**config.mk**
```make
export PLATFORM = sky130hd
export DESIGN_NAME = restoring_divider
export DESIGN_NICKNAME = d
export VERILOG_FILES = /design/src/rtl/restoring_divider_pkg.sv /design/src/rtl/restoring_divider_ctrl.sv /design/src/rtl/restoring_divider.sv
export SDC_FILE = /design/constraint.sdc
export NUM_CORES = 1
export LEC_CHECK = 0
export BUFFER_PORTS_ARGS = -buffer_cell sky130_fd_sc_hd__buf_2
export CORE_AREA = 2 2 115 117
export CTS_CLUSTER_SIZE = 28
export DETAILED_ROUTE_END_ITERATION = 6
export DIE_AREA = 0 0 117 119
export SETUP_SLACK_MARGIN = 0.3
export SKIP_CTS_REPAIR_TIMING = 1
export SYNTH_ARGS = -nofsm -noshare
export SYNTH_HDL_FRONTEND = slang
export SYNTH_SLANG_ARGS = --single-unit
```
**constraint.sdc**
```tcl
create_clock -name clk -period 4 [get_ports clk]
set_clock_uncertainty 0.15 [all_clocks]
set_input_delay 0.8 -clock clk [delete_from_list [all_inputs] [get_ports clk]]
set_output_delay 0.8 -clock clk [all_outputs]
set_load 0.01 [all_outputs]
```
**src/rtl/restoring_divider_pkg.sv**
```systemverilog
// Shared types and defaults for the restoring divider.
// Holds the FSM state encoding, the default operand width and a counter-width helper.
package restoring_divider_pkg;

    localparam int unsigned DefaultWidth = 16;

    typedef enum logic [2:0] {
        StIdle,
        StLoadQ,
        StLoadM,
        StIter,
        StDone
    } div_state_e;

    // Iteration counter must hold the value WIDTH itself.
    function automatic int unsigned cnt_width(int unsigned width);
        return $clog2(width + 1);
    endfunction

endpackage

```
**src/rtl/restoring_divider_ctrl.sv**
```systemverilog
// Sequencing FSM for the restoring divider.
// Drives load, iterate and result-latch strobes into the datapath.
module restoring_divider_ctrl
    import restoring_divider_pkg::*;
(
    input  logic clk,
    input  logic rst_n,
    input  logic start_i,
    input  logic divisor_zero_i,
    input  logic count_last_i,
    output logic load_q_o,
    output logic load_m_o,
    output logic iter_o,
    output logic latch_o,
    output logic zero_o,
    output logic busy_o,
    output logic done_o
);

    div_state_e state_q, state_d;

    always_ff @(posedge clk or negedge rst_n) begin
        if (!rst_n) begin
            state_q <= StIdle;
        end else begin
            state_q <= state_d;
        end
    end

    always_comb begin
        state_d = state_q;
        unique case (state_q)
            StIdle:  if (start_i) state_d = StLoadQ;
            StLoadQ: state_d = StLoadM;
            StLoadM: state_d = divisor_zero_i ? StDone : StIter;
            StIter:  if (count_last_i) state_d = StDone;
            StDone:  state_d = StIdle;
            default: state_d = StIdle;
        endcase
    end

    // Results are latched on the edge that enters StDone, from either path.
    always_comb begin
        load_q_o = 1'b0;
        load_m_o = 1'b0;
        iter_o   = 1'b0;
        latch_o  = 1'b0;
        zero_o   = 1'b0;
        busy_o   = 1'b0;
        done_o   = 1'b0;
        unique case (state_q)
            StLoadQ: begin
                load_q_o = 1'b1;
                busy_o   = 1'b1;
            end
            StLoadM: begin
                load_m_o = 1'b1;
                busy_o   = 1'b1;
                latch_o  = divisor_zero_i;
                zero_o   = divisor_zero_i;
            end
            StIter: begin
                iter_o  = 1'b1;
                busy_o  = 1'b1;
                latch_o = count_last_i;
            end
            StDone:  done_o = 1'b1;
            default: ;
        endcase
    end

endmodule

```
**src/rtl/restoring_divider.sv**
```systemverilog
// Unsigned multi-cycle restoring divider: one quotient bit per clock.
// Operands arrive serially on data_in (dividend, then divisor).
module restoring_divider
    import restoring_divider_pkg::*;
#(
    parameter int unsigned WIDTH = DefaultWidth
) (
    input  logic             clk,
    input  logic             rst_n,
    input  logic             start,
    input  logic [WIDTH-1:0] data_in,
    output logic [WIDTH-1:0] quotient,
    output logic [WIDTH-1:0] remainder,
    output logic             busy,
    output logic             done,
    output logic             div_by_zero
);

    localparam int unsigned CntW = cnt_width(WIDTH);

    logic             load_q, load_m, iter, latch, zero;
    logic             divisor_zero, count_last;
    logic [WIDTH:0]   a_q, a_d, a_shift, a_diff, a_step;
    logic [WIDTH-1:0] q_q, q_d, q_step, m_q, m_d;
    logic [WIDTH-1:0] quot_q, quot_d, rem_q, rem_d;
    logic [CntW-1:0]  cnt_q, cnt_d;
    logic             dbz_q, dbz_d;

    assign divisor_zero = (data_in == '0);
    assign count_last   = (cnt_q == CntW'(1));

    restoring_divider_ctrl u_ctrl (
        .clk            (clk),
        .rst_n          (rst_n),
        .start_i        (start),
        .divisor_zero_i (divisor_zero),
        .count_last_i   (count_last),
        .load_q_o       (load_q),
        .load_m_o       (load_m),
        .iter_o         (iter),
        .latch_o        (latch),
        .zero_o         (zero),
        .busy_o         (busy),
        .done_o         (done)
    );

    // One restoring step: shift {A,Q}, trial-subtract M, keep or restore.
    always_comb begin
        a_shift = {a_q[WIDTH-1:0], q_q[WIDTH-1]};
        a_diff  = a_shift - {1'b0, m_q};
        a_step  = a_diff[WIDTH] ? a_shift : a_diff;
        q_step  = {q_q[WIDTH-2:0], ~a_diff[WIDTH]};
    end

    always_comb begin
        a_d    = a_q;
        q_d    = q_q;
        m_d    = m_q;
        cnt_d  = cnt_q;
        quot_d = quot_q;
        rem_d  = rem_q;
        dbz_d  = dbz_q;
        if (load_q) begin
            q_d   = data_in;
            dbz_d = 1'b0;
        end
        if (load_m) begin
            m_d   = data_in;
            a_d   = '0;
            cnt_d = CntW'(WIDTH);
        end
        if (iter) begin
            a_d   = a_step;
            q_d   = q_step;
            cnt_d = cnt_q - CntW'(1);
        end
        if (latch) begin
            if (zero) begin
                quot_d = '1;
                rem_d  = q_q;
                dbz_d  = 1'b1;
            end else begin
                quot_d = q_step;
                rem_d  = a_step[WIDTH-1:0];
            end
        end
    end

    always_ff @(posedge clk or negedge rst_n) begin
        if (!rst_n) begin
            a_q    <= '0;
            q_q    <= '0;
            m_q    <= '0;
            cnt_q  <= '0;
            quot_q <= '0;
            rem_q  <= '0;
            dbz_q  <= 1'b0;
        end else begin
            a_q    <= a_d;
            q_q    <= q_d;
            m_q    <= m_d;
            cnt_q  <= cnt_d;
            quot_q <= quot_d;
            rem_q  <= rem_d;
            dbz_q  <= dbz_d;
        end
    end

    assign quotient    = quot_q;
    assign remainder   = rem_q;
    assign div_by_zero = dbz_q;

endmodule

```
# == Word-level counts from Yosys, hierarchy flattened ==
# Index checks and enable logic that the tools add are counted.
# word_totals
regBits,89
inputBits,19
output_inout_bits,35
elab_cells,47
# op_classes
add_sub_neg,2
n_eq_ne,7
muxes,23
bitwise_logic,1
reduce_logical,6
# op_table
cell,count
two-way mux 16 bit,7
subtractor 17 x 16 -> 17 bit,1
zero test 16 bit,1
one-hot mux 3 bit (4 select lines),1
two-way mux 5 bit,2
two-way mux 1 bit,9
two-way mux 3 bit,3
"== test 3 x 2 -> 1 bit, second input constant",2
"== test 5 x 1 -> 1 bit, second input constant",1
"subtractor 5 x 1 -> 5 bit, second input constant",1
nonzero test 2 bit,2
"== test 3 x 1 -> 1 bit, second input constant",1
"== test 3 bit, second input constant",1
zero test 3 bit,1
OR reduction 3 bit,1
"!= test 2 x 1 -> 1 bit, second input constant",1
"!= test 2 bit, second input constant",1
one-hot mux 1 bit (2 select lines),1
AND reduction 2 bit,1
NOT 1 bit,1

# == Logic depth before layout (Yosys ltp) ==
# Gate-level depths: netlist (run 1).
# depth
ltp_word,5
mapped_depth,12
ltp_nobuf,11

# == By module ==
# From an unflattened synthesis (run 1), not the netlist that was laid out.
# unflattened
cells_unflattened,526
hier_area_um2,4729.5
# by_module_without_submodules
module,n_inst,cells_each,area_each_um2,seq_area_each_um2
restoring_divider,1,503,4544.4,2152.1
restoring_divider_ctrl,1,23,185.2,75.1

# == Worst setup path after synthesis (run 1) ==
# OpenSTA, ideal clock, no wires.
# synth_timing
path_type,reg-to-reg
startpoint,register q_q[15]
endpoint,register rem_q[9] (netlist: remainder[9])
setup_time_ns,0.077
arrival_ns,2.469
t_required_ns,3.773
setup_slack_ns,1.304
stages_incl_launch_ff,12
n_path_buf,0
synth_period_minus_slack_ns,2.696
path_cell_list,dfrtp_1 inv_1 ha_1 inv_1 fa_1 a211oi_1 o21ai_2 a21oi_2 o21ai_4 xor2_4 mux2_2 a21oi_1
# synth_between
elab_chain_cells,3
# synth_lines
element,line_no,text
from (decl),restoring_divider.sv:24,"logic [WIDTH-1:0] q_q, q_d, q_step, m_q, m_d;"
from (signal assigned),restoring_divider.sv:100,q_q <= q_d;
subtractor 17 x 16 -> 17 bit,restoring_divider.sv:50,"a_diff = a_shift - {1'b0, m_q};"
two-way mux 16 bit,restoring_divider.sv:51,a_step = a_diff[WIDTH] ? a_shift : a_diff;
two-way mux 16 bit,restoring_divider.sv:78,if (zero) begin
to (signal assigned),restoring_divider.sv:104,rem_q <= rem_d;
to (decl),restoring_divider.sv:25,"logic [WIDTH-1:0] quot_q, quot_d, rem_q, rem_d;"
# Every way passes these cells.
# A chain may end at the register's enable or synchronous reset.

# == Worst setup path after layout (run 1) ==
# layout_timing
startpoint,register q_q[15]
endpoint,register a_q[2]
# layout_between
elab_chain_cells,3
# layout_lines
element,line_no,text
subtractor 17 x 16 -> 17 bit,restoring_divider.sv:50,
two-way mux 16 bit,restoring_divider.sv:51,
two-way mux 16 bit,restoring_divider.sv:72,if (iter) begin
to (signal assigned),restoring_divider.sv:91,a_q <= '0;
to (signal assigned),restoring_divider.sv:99,a_q <= a_d;
to (decl),restoring_divider.sv:23,"logic [WIDTH:0] a_q, a_d, a_shift, a_diff, a_step;"
# Every way passes these cells.

==> out/results.txt, run 1 <==
Num Clock Sinks: 89
Pins Over Slew Limit: 0
startpoint class of the critical path: flop
PwrDens: 948 nW/µm²
worst vdd ir: 0.308 mV
critical path required time: 4.04 ns
Yosys reg bits: 89
initial core utilization: 37.5%
clock buffer depth: 2
Final min period: 3.29 ns
Final Hold Vio Count: 0
H-tree depth: 3
library cells used by synthesis: 56
initial antenna violation count: 0
Setup-failing EPs final: 0
CTS Buf Count: 9
port bufs: 53
CP max FO: 15
Slew headroom: 25.1%
layout cells sized above 1: 16.3%
arrival time of the worst setup path: 3.33 ns
core area: 12900 µm²
DRC: 0
via count of the first global-routing pass: 3879
share of synthesized flip-flops with an asynchronous set or reset: 100%
clk_lat worst skew: 0.34 ns
Die X: 117 µm
CTS tree: built
GPL Wtd Cong: 0.914
Pleak: 0.00259 µW
max_cap viols: 0
die area: 13900 µm²
critical path class: flop to flop
IO Pins: 54
Layout Nets: 609
ANT nets after route: 0
Synth Flop Type: dfrtp_1
Ys Warns: 0
Hold Path Class: flop to flop
Avg Inst Size Synth: 9.13 µm²
grt ovf: 0
first-pass GRT wire length: 20300 µm
RSZ-0062 raised after global routing: false
height of the chip: 119 µm
Setup TNS: 0 ns
wire length per cell: 16.7 µm
Slew @ Worst Pin: 1.12 ns
DR vias/cell: 5.26
sequential fraction of the synthesis area: 46.2%
largest net degree at the start of global routing: 88
area delta synth->final: 14.9%
clk root buf: clkbuf_16
Max Fclk: 0.304 GHz
Post-Syn Area: 4820 µm²
antenna diode count: 0
Starting DRT DRC Count: 201
total track usage: 18.8%
final wirelength: 12500 µm
Mapped Cells: 528
CTS clk-pin slew, worst paths: 0.06 ns
CP Capture Type: flop
Final HPWL DP: 9030 µm
final hold slack: 0.334 ns
Via Count: 3956
status: complete, no violations
Final period util: 82.2%
DRT Pass-1 Iters: 4
Syn Nets: 566
# rows: 42
Post-synth EDFFs: 0
-- cell usage after synthesis, types with 4 or more instances --
cell type / number / area share (%)
nor2b_1: 4 / 0.52
xor2_1: 5 / 0.91
dfrtp_1: 89 / 46
nor2_1: 7 / 0.54
buf_2: 4 / 0.42
nor4_1: 5 / 0.65
mux2i_1: 28 / 5.8
nand3_1: 22 / 2.3
o21ai_1: 18 / 1.9
nand4_1: 5 / 0.65
nor3_1: 4 / 0.42
and3_1: 13 / 1.7
a21oi_1: 30 / 3.1
nand2b_1: 5 / 0.65
inv_1: 25 / 1.9
nand2_1: 100 / 7.8
xnor2_1: 8 / 1.5
clkbuf_1: 22 / 1.7
o21ai_0: 67 / 7.0
ha_1: 18 / 4.7
-- area by class of cell --
| cell class | instances | area [µm²] |
|---|---|---|
| Clock buffer | 11 | 243 |
| Clock inverter | 5 | 62.6 |
| Fill cell | 1226 | 7330 |
| Inverter | 25 | 93.8 |
| Multi-Input combinational cell | 383 | 2350 |
| Sequential cell | 89 | 2230 |
| Tap cell | 176 | 220 |
| Timing Repair Buffer | 63 | 343 |
-- critical path, cell delays in order, from the launching register on --
cell      delay (ns)
dfrtp_1         0.38
inv_1           0.10
ha_1            0.19
inv_1           0.06
fa_1            0.43
a211oi_1        0.28
o21ai_2         0.13
a21oi_2         0.25
o21ai_4         0.12
xor2_4          0.54
mux2i_1         0.39
o21ai_0         0.13
-- final timing paths --
kind | startpoint | to | slack [ns] | cells past startpoint
max in group asynchronous | rst_n | quotient[11] | 2.47 | 1
max | q_q[15] | a_q[2] | 0.71 | 11
min in group asynchronous | rst_n | q_q[12] | 0.50 | 1
max reg2reg | q_q[15] | a_q[2] | 0.71 | 11
min reg2reg | quotient[9] | quotient[9] | 0.33 | 2
min | quotient[9] | quotient[9] | 0.33 | 2
-- layer usage --
layer | up-vias | share of wire [%] | track usage (%) | wire, µm
met1 | 1906 | 45 | 25.0 | 5700
met4 | 0 | 3.3 | 7.94 | 408
met2 | 103 | 48 | 30.6 | 6030
met5 | - | 0 | 0 | 0
li1 | 1922 | - | - | -
met3 | 25 | 3.1 | 2.29 | 390
-- layout by cell type (no fill, tap or decap), types with 6 or more instances in the layout --
cell	synthesis	routed
clkbuf_16	0	9
mux2i_1	28	28
o21ai_0	67	67
inv_1	25	25
nand3_1	22	22
nand2_1	100	100
ha_1	18	18
xnor2_1	8	8
and3_1	13	13
buf_4	1	11
buf_2	4	52
nor2_1	7	6
dfrtp_1	89	89
a21oi_1	30	30
o21ai_1	18	18
-- registers in the layout, summed over array words and instances (netlist names) --
signal	flops
q_q	16
remainder	16
quotient	16
m_q	16
u_ctrl.state_q	3
cnt_q	5
a_q	16
div_by_zero	1
-- report_power, final --
group          total (µW)  switching, µW  internal, µW
sequential           1600            313          1290
combinational        2780           1670          1110
clock                 870            364           506
-- metrics by stage --
stage	std cells	setup slack [ns]	total power, µW	utilization [%]	cell area [µm²]
after global routing	752	0.473	5680	43.0	5540
after floorplan	528	1.30	3680	-	4820
after CTS	752	0.693	5270	43.0	5540
after global placement	736	0.843	4320	40.7	5240
final	752	0.711	5250	43.0	5540
after detailed placement	736	0.730	4380	40.7	5240
-- cells by family after synthesis --
group / count (synthesis) / synth area share, %
AO/OA/AOI/OAI: 140 / 16.7
flip-flops: 89 / 46.2
buffers and inverters: 56 / 5.09
multiplexers: 31 / 6.51
adder cells (fa/ha/maj): 19 / 5.09
XOR/XNOR: 15 / 3.27
AND/OR/NAND/NOR: 178 / 17.2
No activity file was read; power rests on OpenSTA's default activity.
==> run 2: changes to the inputs <==
clock period = 3.2 ns   (was 4 ns; I/O delays follow)
==> run 2 against run 1 <==
  * Sequential power up 28%
  * Via count up 3.4%
  * Worst setup slack worse by 0.42 ns
  * Design area up 6.8%
  * Count of clock-buffer cells in the layout down 1
  * Critical path type unchanged
==> out/results.txt, run 2 (synthesis gave the netlist of run 1 again) <==
initial core utilization: 37.5% (unchanged)
Die X: 117 µm (unchanged)
total track usage: 18.9% (was 18.8%)
GPL Wtd Cong: 0.859 (was 0.914)
RSZ-0062 raised after global routing: true (was false)
antenna diode count: 0 (unchanged)
wire length per cell: 16.8 µm (was 16.7 µm)
Starting DRT DRC Count: 323 (was 201)
Pleak: 0.00275 µW (was 0.00259 µW)
Layout Nets: 629 (was 609)
initial antenna violation count: 0 (unchanged)
Num Clock Sinks: 89 (unchanged)
Final min period: 2.90 ns (was 3.29 ns)
CP Capture Type: flop (unchanged)
clk root buf: clkbuf_16 (unchanged)
first-pass GRT wire length: 20400 µm (was 20300 µm)
Setup-failing EPs final: 0 (unchanged)
final cell utilization of the core: 46.0% (was 43.0%)
H-tree depth: 3 (unchanged)
height of the chip: 119 µm (unchanged)
CP max FO: 5 (was 15)
commonest non-fill, non-tap cell in the layout: nand2_1 (unchanged)
Top cell by count, worst path: inv_2 (was inv_1)
port bufs: 53 (unchanged)
WP buf/inv: 3 (was 2)
layout cells sized above 1: 22.3% (was 16.3%)
worst vdd ir: 0.411 mV (was 0.308 mV)
Slew @ Worst Pin: 1.06 ns (was 1.12 ns)
DR vias/cell: 5.30 (was 5.26)
arrival time of the worst setup path: 2.96 ns (was 3.33 ns)
critical path required time: 3.26 ns (was 4.04 ns)
Slew headroom: 29.0% (was 25.1%)
Hold Path Class: primary input to asynchronous set/reset pin (was flop to flop)
area delta synth->final: 22.7% (was 14.9%)
post-route worst setup slack: 0.295 ns (was 0.711 ns)
Cell Chain, Critical Path: inv_2, ha_4, inv_2, fa_2, a211oi_2, o21ai_2, a21oi_2, o21ai_4, xor2_4, buf_8, mux2i_4, o21ai_1 (was inv_1, ha_1, inv_1, fa_1, a211oi_1, o21ai_2, a21oi_2, o21ai_4, xor2_4, mux2i_1, o21ai_0)
grt ovf: 0 (unchanged)
critical path class: flop to flop (unchanged)
pre-CTS WS: 0.101 ns (was 0.730 ns)
Slowest-stage cell, CP: dfrtp_1 (was xor2_4)
clock buffer depth: 2 (unchanged)
status: complete, no violations (unchanged)
CTS clk-pin slew, worst paths: 0.07 ns (was 0.06 ns)
CTS tree: built (unchanged)
# rows: 42 (unchanged)
startpoint class of the critical path: flop (unchanged)
Final period util: 90.8% (was 82.2%)
ANT nets after route: 0 (unchanged)
core area: 12900 µm² (unchanged)
Final Hold Vio Count: 0 (unchanged)
clk_lat worst skew: 0.35 ns (was 0.34 ns)
max_cap viols: 0 (unchanged)
via count of the first global-routing pass: 3890 (was 3879)
final wirelength: 13000 µm (was 12500 µm)
DRT Pass-1 Iters: 5 (was 4)
Max Fclk: 0.344 GHz (was 0.304 GHz)
CTS Buf Count: 9 (unchanged)
DRC: 0 (unchanged)
most frequent cells in the layout: nand2_1 (99), dfrtp_1 (89), o21ai_0 (62) (was nand2_1 (100), dfrtp_1 (89), o21ai_0 (67))
largest net degree at the start of global routing: 57 (was 88)
Final HPWL DP: 9250 µm (was 9030 µm)
IO Pins: 54 (unchanged)
Pins Over Slew Limit: 0 (unchanged)
die area: 13900 µm² (unchanged)
Setup TNS: 0 ns (unchanged)
Largest stage delay, worst path: 0.39 ns (was 0.54 ns)
Via Count: 4092 (was 3956)
PwrDens: 1280 nW/µm² (was 948 nW/µm²)
Crit path max-delay family: compound AO/OA/AOI/OAI gates (unchanged)
run 2: through the flow:
stage	total power [µW]	std cells	cell area, µm²	hold WS [ns]
after floorplan	4600	528	4820	0.194
after global placement	5410	741	5270	0.321
after detailed placement	5500	741	5270	0.327
after CTS	6600	757	5580	0.221
after global routing	8150	772	5920	0.241
final	7590	772	5920	0.187
run 2: cell type report:
cell class                      instances  area, µm²
Inverter                               25       93.8
Timing Repair Buffer                   82        533
Tap cell                              176        220
Multi-Input combinational cell        384       2540
Clock buffer                           10        239
Clock inverter                          6       66.3
Sequential cell                        89       2230
Fill cell                            1175       6960
run 2: worst paths after layout:
kind                                  start      endpoint  slack (ns)  cells past startpoint
worst max register to register      q_q[15]        a_q[2]        0.30                     12
max in group asynchronous             rst_n        m_q[9]        1.97                      2
min in group clk                quotient[5]   quotient[5]        0.34                      2
worst min-delay path                  rst_n  quotient[12]        0.19                      1
worst min register to register  quotient[5]   quotient[5]        0.34                      2
worst max-delay path                q_q[15]        a_q[2]        0.30                     12
run 2: layer usage:
metal	track usage (%)	wire length (µm)
met5	0	0
met4	7.21	315
met3	2.95	546
met2	30.9	6390
met1	25.0	5730
run 2: worst register-to-register path, delay by kind of cell, from the launching register on:
family	cells	cell delay, ns
flops	1	0.39
compound gates	5	0.83
fa+ha+maj	2	0.52
buf+inv	3	0.34
xor+xnor	1	0.29
mux	1	0.26
run 2: report_power, final:
group          switching (µW)  internal [µW]
Combinational            2420           2020
Sequential                437           1610
Clock                     464            628
Total                    3320           4260
==> run 3: changes to the inputs <==
CORE_AREA = 2 2 121 111   (was 2 2 115 117)
DIE_AREA = 0 0 123 113   (was 0 0 117 119)
==> run 3 against run 2 <==
  * Combinational power down 6.1%
  * Sequential power about the same
  * Non-clock buffer count down 11
  * Critical endpoint is now a_q[5]
  * Critical path type unchanged
  * Worst setup slack worse by 0.019 ns
  * Wire length down 2.7%
  * Utilization up 0.077 points
  * Cell count down 3.1%
  * Design area down 2.1%
  * Via count down 2.9%
  * Register-to-register slack worse by 0.02 ns
  * Sequential cell count unchanged
  * Clock power about the same
==> out/results.txt, run 3 (synthesis gave the netlist of run 1 again) <==
startpoint class of the critical path: flop (unchanged)
final hold slack: 0.0495 ns (was 0.187 ns)
worst vdd ir: 0.348 mV (was 0.411 mV)
PwrDens: 1260 nW/µm² (was 1280 nW/µm²)
Final period util: 91.4% (was 90.8%)
clock buffer depth: 2 (unchanged)
Slew @ Worst Pin: 1.09 ns (was 1.06 ns)
Final min period: 2.92 ns (was 2.90 ns)
die area: 13900 µm² (about the same)
clk root buf: clkbuf_16 (unchanged)
IO Pins: 54 (unchanged)
Final Hold Vio Count: 0 (unchanged)
CTS Buf Count: 9 (unchanged)
first-pass GRT wire length: 20800 µm (was 20400 µm)
initial core utilization: 38.3% (was 37.5%)
DRC: 0 (unchanged)
RSZ-0062 raised after global routing: true (unchanged)
Die X: 123 µm (was 117 µm)
critical path class: flop to flop (unchanged)
Via Count: 3973 (was 4092)
Setup-failing EPs final: 0 (unchanged)
core area: 12600 µm² (was 12900 µm²)
total track usage: 19.2% (was 18.9%)
CP max FO: 8 (was 5)
height of the chip: 113 µm (was 119 µm)
layout cells sized above 1: 20.9% (was 22.3%)
cell count after placement: 728 (was 741)
Hold Path Class: primary input to asynchronous set/reset pin (unchanged)
Layout Nets: 617 (was 629)
initial antenna violation count: 0 (unchanged)
arrival time of the worst setup path: 2.97 ns (was 2.96 ns)
final wirelength: 12600 µm (was 13000 µm)
Max Fclk: 0.342 GHz (was 0.344 GHz)
antenna diode count: 0 (unchanged)
grt ovf: 0 (unchanged)
GR peak layer: met2 (unchanged)
DR vias/cell: 5.31 (was 5.30)
wire length per cell: 16.9 µm (was 16.8 µm)
port bufs: 53 (unchanged)
ANT nets after route: 0 (unchanged)
CTS clk-pin slew, worst paths: 0.06 ns (was 0.07 ns)
Pleak: 0.00268 µW (was 0.00275 µW)
critical path required time: 3.25 ns (was 3.26 ns)
area delta synth->final: 20.2% (was 22.7%)
Largest stage delay, worst path: 0.39 ns (about the same)
GPL Wtd Cong: 0.800 (was 0.859)
Layout Cells excl Fill: 748 (was 772)
Cell Chain, Critical Path: inv_2, ha_4, inv_2, fa_2, a211oi_2, o21ai_2, a21oi_4, o21ai_4, xor2_4, buf_12, mux2i_4, o21ai_2 (was inv_2, ha_4, inv_2, fa_2, a211oi_2, o21ai_2, a21oi_2, o21ai_4, xor2_4, buf_8, mux2i_4, o21ai_1)
Final HPWL DP: 9350 µm (was 9250 µm)
Pins Over Slew Limit: 0 (unchanged)
largest net degree at the start of global routing: 66 (was 57)
CP Capture Type: flop (unchanged)
# rows: 39 (was 42)
Crit path max-delay family: compound AO/OA/AOI/OAI gates (unchanged)
Slew headroom: 27.4% (was 29.0%)
most frequent cells in the layout: nand2_1 (99), dfrtp_1 (89), o21ai_0 (61) (was nand2_1 (99), dfrtp_1 (89), o21ai_0 (62))
met3 GRT Util: 2.27% (was 2.95%)
via count of the first global-routing pass: 3838 (was 3890)
max_cap viols: 0 (unchanged)
DRT Pass-1 Iters: 5 (unchanged)
met2 Usage GRT: 29.2% (was 30.9%)
clk_lat worst skew: 0.34 ns (was 0.35 ns)
H-tree depth: 3 (unchanged)
status: complete, no violations (unchanged)
global-route met1 utilization: 27.8% (was 25.0%)
commonest non-fill, non-tap cell in the layout: nand2_1 (unchanged)
WP buf/inv: 3 (unchanged)
Num Clock Sinks: 89 (unchanged)
Slowest-stage cell, CP: dfrtp_1 (unchanged)
CTS tree: built (unchanged)
Starting DRT DRC Count: 315 (was 323)
final cell utilization of the core: 46.0% (about the same)
## run 3: cell count changes in the layout (fill, tap and decap cells not counted), moves of 2 or more
cell | previous run | this run
clkbuf_1 | 0 | 2
clkinvlp_4 | 3 | 0
buf_4 | 23 | 15
a21oi_2 | 4 | 2
buf_6 | 4 | 2
o21ai_2 | 2 | 4
clkbuf_8 | 1 | 3
## run 3: power breakdown
part / internal [µW] / leakage, µW / switching, µW
Combinational: 1820 / 0.00143 / 2340
Clock: 669 / 0.000153 / 419
Sequential: 1610 / 0.00110 / 458
## run 3: cell type report
cell class | count | area [µm²]
clock inverter | 2 | 35.0
multi-input combinational | 383 | 2520
inverter | 25 | 93.8
timing repair buffer | 71 | 435
tap | 164 | 205
sequential | 89 | 2230
clock buffer | 14 | 274
fill | 1172 | 6790
## run 3: final timing paths
path / start / end / slack (ns) / cells after the start
min in group clk: quotient[8] / quotient[8] / 0.34 / 2
worst max-delay path: q_q[15] / a_q[5] / 0.28 / 12
worst max register to register: q_q[15] / a_q[5] / 0.28 / 12
worst min-delay path: rst_n / cnt_q[3] / 0.05 / 1
max in group asynchronous: rst_n / quotient[13] / 2.19 / 2
worst min register to register: quotient[8] / quotient[8] / 0.34 / 2
## run 3: routing by layer
| metal | vias up | share of wire, % |
|---|---|---|
| met5 | - | 0 |
| met4 | 0 | 2.1 |
| met3 | 16 | 4.1 |
| met2 | 89 | 46 |
| met1 | 1936 | 48 |
| li1 | 1932 | - |
## run 3: metrics by stage
stage	total power, µW	worst slack [ns]	TNS [ns]	cell area (µm²)
finish	7330	0.276	0	5800
global route	7880	0.158	0	5800
CTS	6610	-0.0351	-0.0387	5570
detailed placement	5520	-0.0173	-0.0173	5260
global placement	5440	0.0324	0	5260
floorplan	4600	0.504	0	4820
